### src/rtl/eq_band_mixer.sv
// Equalizer output stage: captures one sample per band, applies per-band gains through a single
// shared multiplier, then rounds half-up and saturates the sum into one output sample.
module eq_band_mixer #(
    parameter int N_BANDS   = 8,
    parameter int IN_W      = 32,
    parameter int GAIN_W    = 16,
    parameter int GAIN_FRAC = 12,
    parameter int OUT_W     = 24,
    parameter int BW        = $clog2(N_BANDS)
) (
    input  logic                       clk,
    input  logic                       rst_p,
    input  logic                       ena,
    input  logic [N_BANDS*IN_W-1:0]    band_in,
    input  logic                       band_valid,
    input  logic                       gain_we,
    input  logic [BW-1:0]              gain_addr,
    input  logic [GAIN_W-1:0]          gain_data,
    output logic                       busy,
    output logic [OUT_W-1:0]           y_out,
    output logic                       y_valid,
    output logic                       y_sat,
    output logic                       overrun
);
    localparam int PW    = IN_W + GAIN_W;
    localparam int ACC_W = PW + BW;
    localparam logic signed [GAIN_W-1:0] UNITY    = {{(GAIN_W-1){1'b0}}, 1'b1} << GAIN_FRAC;
    localparam logic signed [ACC_W-1:0]  RND_HALF = {{(ACC_W-1){1'b0}}, 1'b1} << (GAIN_FRAC-1);

    typedef enum logic [1:0] {S_IDLE = 2'd0, S_MAC = 2'd1, S_OUT = 2'd2} state_t;

    state_t                   r_state;
    logic signed [IN_W-1:0]   r_band     [N_BANDS];
    logic signed [GAIN_W-1:0] r_gain     [N_BANDS];
    logic signed [GAIN_W-1:0] r_gain_act [N_BANDS];
    logic signed [ACC_W-1:0]  r_acc;
    logic [BW-1:0]            r_idx;
    logic                     r_busy;
    logic [OUT_W-1:0]         r_y_out;
    logic                     r_y_valid;
    logic                     r_y_sat;
    logic                     r_overrun;

    logic signed [IN_W-1:0]   w_band_sel;
    logic signed [GAIN_W-1:0] w_gain_sel;
    logic signed [PW-1:0]     w_prod;
    logic signed [ACC_W-1:0]  w_acc_rnd;
    logic signed [ACC_W-1:0]  w_rnd;
    logic                     w_fits;
    logic [OUT_W-1:0]         w_y_next;

    assign w_band_sel = r_band[r_idx];
    assign w_gain_sel = r_gain_act[r_idx];
    assign w_prod     = PW'(w_band_sel) * PW'(w_gain_sel);
    assign w_acc_rnd  = r_acc + RND_HALF;
    assign w_rnd      = w_acc_rnd >>> GAIN_FRAC;
    // Result fits when every bit above the output sign bit equals it.
    assign w_fits     = (&w_rnd[ACC_W-1:OUT_W-1]) | ~(|w_rnd[ACC_W-1:OUT_W-1]);
    assign w_y_next   = w_fits ? w_rnd[OUT_W-1:0]
                               : {w_rnd[ACC_W-1], {(OUT_W-1){~w_rnd[ACC_W-1]}}};

    assign busy    = r_busy;
    assign y_out   = r_y_out;
    assign y_valid = r_y_valid;
    assign y_sat   = r_y_sat;
    assign overrun = r_overrun;

    // Gain file: written regardless of ena or frame state.
    always_ff @(posedge clk) begin
        for (int i = 0; i < N_BANDS; i++) begin
            if (rst_p) begin
                r_gain[i] <= UNITY;
            end else if (gain_we && (gain_addr == BW'(i))) begin
                r_gain[i] <= gain_data;
            end else begin
                r_gain[i] <= r_gain[i];
            end
        end
    end

    // Frame sequencer: capture, multiply-accumulate one band per cycle, round and saturate.
    always_ff @(posedge clk) begin
        if (rst_p) begin
            r_state   <= S_IDLE;
            r_acc     <= '0;
            r_idx     <= '0;
            r_busy    <= 1'b0;
            r_y_out   <= '0;
            r_y_valid <= 1'b0;
            r_y_sat   <= 1'b0;
            r_overrun <= 1'b0;
            for (int i = 0; i < N_BANDS; i++) begin
                r_band[i]     <= '0;
                r_gain_act[i] <= UNITY;
            end
        end else if (ena) begin
            r_y_valid <= 1'b0;
            r_y_sat   <= 1'b0;
            if (band_valid && (r_state != S_IDLE)) begin
                r_overrun <= 1'b1;
            end else begin
                r_overrun <= r_overrun;
            end
            case (r_state)
                S_IDLE: begin
                    if (band_valid) begin
                        for (int i = 0; i < N_BANDS; i++) begin
                            r_band[i]     <= band_in[i*IN_W +: IN_W];
                            r_gain_act[i] <= r_gain[i];
                        end
                        r_acc   <= '0;
                        r_idx   <= '0;
                        r_busy  <= 1'b1;
                        r_state <= S_MAC;
                    end else begin
                        r_state <= S_IDLE;
                    end
                end
                S_MAC: begin
                    r_acc <= r_acc + ACC_W'(w_prod);
                    if (r_idx == BW'(N_BANDS-1)) begin
                        r_state <= S_OUT;
                    end else begin
                        r_idx <= r_idx + BW'(1);
                    end
                end
                S_OUT: begin
                    r_y_out   <= w_y_next;
                    r_y_valid <= 1'b1;
                    r_y_sat   <= ~w_fits;
                    r_busy    <= 1'b0;
                    r_state   <= S_IDLE;
                end
                default: begin
                    r_busy  <= 1'b0;
                    r_state <= S_IDLE;
                end
            endcase
        end else begin
            r_y_valid <= 1'b0;
            r_y_sat   <= 1'b0;
        end
    end
endmodule
### config.mk
export PLATFORM = sky130hd
export DESIGN_NAME = eq_band_mixer
export DESIGN_NICKNAME = d
export VERILOG_FILES = /design/src/rtl/eq_band_mixer.sv
export SDC_FILE = /design/constraint.sdc
export NUM_CORES = 2
export LEC_CHECK = 0
export CAP_MARGIN = 20
export CORE_UTILIZATION = 60
export DETAILED_ROUTE_END_ITERATION = 7
export PLACE_DENSITY = 0.81
export SETUP_SLACK_MARGIN = 0.3
export SYNTH_ARGS = -nofsm -noshare
export SYNTH_HDL_FRONTEND = slang
export SYNTH_SLANG_ARGS = --single-unit
### constraint.sdc
create_clock -name clk -period 22.9 [get_ports clk]
set_input_delay 4.58 -clock clk [delete_from_list [all_inputs] [get_ports clk]]
set_output_delay 4.58 -clock clk [all_outputs]
set_load 0.05 [all_outputs]
==> run metrics <==
Post-synth EDFFs=512; vias=30,111; die area=75,700 sq um; Clock Path Buffers=3; Top FF cell, synth=edfxtp_1; P_leak=21.6 nW; Post-CTS Setup Bufs=0; H-tree Lvls=3; Slew HR=17.0%; number of I/O port buffers=307; final hold vios=0; Post-Synthesis Cell Area=44,700 sq um; CP startpoint kind=flop; Worst Hold Class=reg2reg; DP Wirelength=85,700 um; crit end category=flop; Crit Path Category=reg2reg; total congestion overflow=0; post-layout util=69.5%; Die Wd=275 um; setup TNS=0 ps; Max Fclk=0.0999 GHz; drt pass-1 iters=8; Pwr Total=5.95 mW; sequential area share after synthesis=38.3%; status=finished with violations; Clock Tree Root=clkbuf_16; worst path arrival time=10,590 ps; hold slack=450 ps; vias per inst=5.82; Synth cell types=68; fin crit share=43.7%; fin. max-slew vios=0; Post-Syn Instances=3,918; latest clock arrival within the worst-skew pair=640 ps; drt total wl=118,000 um; clk sinks=599; Int Pwr=3.35 mW; DRT antenna net count=0; DRC errors left=7; crit path time final=10,010 ps; I/O pin count=308; Synthesized Nets=4,887; All-Layer GR Usage=32.1%; crit path max fanout=42; Inserted Clock Buffers=67; CP required=23,480 ps; Async SR Flop Fraction=0%; share of layout cells above drive strength 1=8.00%; RSZ-0062 raised after global routing=no; part of the power in registers=23.3%; PD cells=117 nW/um^2; gpl congestion=0.963; largest net degree at the start of global routing=288; Max IR drop VDD=0.127 mV; Worst Tran Pin Value=1250 ps; Final Setup Violations=0; max-capacitance violation count=0; wire length per cell=22.8 um; Synth Register Bits=599; cts hold-fix bufs=0; initial antenna violation count=10; # rows=99; TritonCTS clock tree=done; clock skew=32.3 ps; vias in the first global route=31,515; syn avg cell area=11.4 sq um; chip height=275 um; Clk pin slew, worst setup/hold paths=70 ps; synth warn=0; # resized after CTS=0; switching power=2.60 mW; Comb pwr share=58.8%; power share of the clock group=18.0%; Starting Density=61.0%; first-pass GRT wire length=180,000 um; Sw Ratio=43.7%; failing checks=design-rule violations; Core Area=73,300 sq um; Area Growth Syn to Fin=14.0%; DRT iter0 DRCs=2,934; # nets final=5,128
## metal layers
metal	part of all wire [%]	track usage (%)	routed length (um)	up-vias
met3	9.9	7.49	11700	364
met2	48	51.8	56100	1661
met1	37	41.3	43900	15009
li1	-	-	-	13075
met4	5.2	15.5	6170	2
met5	0.010	0	12	-
## registers in the layout, summed over array words and instances (netlist names), named ones only
register / count
r_gain_act: 128
y_valid: 1
r_band: 256
y_sat: 1
r_gain: 128
r_acc: 51
r_idx: 3
overrun: 1
y_out: 24
busy: 1
r_state: 2
## final timing paths
kind                start  cells after the start        end  slack, ps
setup / recovery     flop                     24  r_acc[46]      12890
hold reg to reg   overrun                      2    overrun        450
setup reg to reg     flop                     24  r_acc[46]      12890
hold / removal    overrun                      2    overrun        450
## final cells by class
class / instances / area, sq um
inverters: 627 / 2350
fillers: 5043 / 22300
flip-flops and latches: 599 / 17100
clock buffers: 86 / 1790
clock inverters: 34 / 365
multi-input cells: 2513 / 24700
diodes: 8 / 20.0
repair buffers: 351 / 3480
well taps: 959 / 1200
## cell usage after synthesis (18+ instances only)
| master | n | area [sq um] |
|---|---|---|
| and2_1 | 304 | 1900 |
| mux2i_1 | 39 | 390 |
| nor2b_1 | 108 | 676 |
| mux4_2 | 96 | 2160 |
| a21oi_1 | 65 | 325 |
| nand2b_1 | 43 | 269 |
| mux2_2 | 39 | 439 |
| nand3_1 | 31 | 155 |
| clkbuf_1 | 159 | 597 |
| inv_1 | 627 | 2350 |
| o21ai_0 | 45 | 225 |
| nand2_1 | 343 | 1290 |
| xor2_1 | 31 | 272 |
| a22oi_1 | 21 | 158 |
| fa_1 | 550 | 11000 |
| a211oi_2 | 19 | 238 |
| xnor2_1 | 51 | 447 |
| edfxtp_1 | 512 | 15400 |
| ha_1 | 139 | 1740 |
| nor2_1 | 413 | 1550 |
| dfxtp_1 | 87 | 1740 |
| nand4_1 | 18 | 113 |
| a21o_1 | 26 | 195 |
## through the flow
step	cells	cell area, sq um	setup WS (ps)
floorplan	3918	44700	12640
CTS	5166	50900	12910
global route	5177	51000	12250
detailed placement	5046	48800	12930
finish	5177	51000	12890
global placement	5045	48700	13010
## critical path, cell delays in order, from the launching register on
cell and delay, ps:
dfxtp_4 640, buf_4 740, buf_4 740, mux4_2 650
mux2i_1 910, nor2_1 170, fa_1 580, inv_1 50
fa_1 520, inv_1 50, fa_1 490, fa_1 430
fa_1 490, inv_1 50, fa_1 470, inv_1 40
ha_1 360, nand3_1 140, o31ai_2 460, a21oi_1 280
o22a_1 280, o31ai_2 500, a21boi_0 260, or4_1 500
nand3_1 70
## placed cells by master (no fill, tap or decap), types with 5 or more instances in the layout
| cell type | instances |
|---|---|
| clkinv_1 | 7 |
| nand2_1 | 343 |
| buf_4 | 38 |
| nand2b_1 | 43 |
| a31oi_1 | 6 |
| mux2i_1 | 32 |
| a211oi_2 | 19 |
| a21oi_1 | 65 |
| clkinv_2 | 11 |
| a211oi_1 | 11 |
| mux4_2 | 96 |
| a21o_1 | 26 |
| nor3_1 | 12 |
| o21bai_1 | 7 |
| diode_2 | 8 |
| clkdlybuf4s50_1 | 306 |
| clkbuf_1 | 15 |
| edfxtp_1 | 512 |
| nor2_1 | 413 |
| clkbuf_16 | 68 |
| xor2_1 | 31 |
| nor2b_1 | 108 |
| mux2i_4 | 5 |
| mux2_2 | 39 |
| dfxtp_1 | 84 |
| inv_1 | 627 |
| nand4_1 | 18 |
| fa_1 | 550 |
| xnor2_1 | 51 |
| ha_1 | 139 |
| nand3_1 | 31 |
| o21ai_0 | 44 |
| and2_1 | 304 |
| or2_2 | 16 |
| and3_1 | 17 |
| a22oi_1 | 21 |
## power by group through the flow
stage                     Combinational (mW)  Clock (mW)  Sequential, mW
final                                   3.50        1.07            1.38
after global routing                    3.94        1.12            1.39
after CTS                               3.43        1.08            1.38
after detailed placement                3.39           0            1.40
after global placement                  3.32           0            1.40
after floorplan                         2.66           0            1.36
## kinds of logic after synthesis
family / count (synthesis) / synth area share (%)
AND/OR/NAND/NOR: 1327 / 14.4
XOR/XNOR: 82 / 1.61
adder cells (fa/ha/maj): 689 / 28.5
AO/OA/AOI/OAI: 241 / 3.78
flip-flops: 599 / 38.3
multiplexers: 174 / 6.69
buffers and inverters: 806 / 6.82
(Power assumes the default switching activity.)
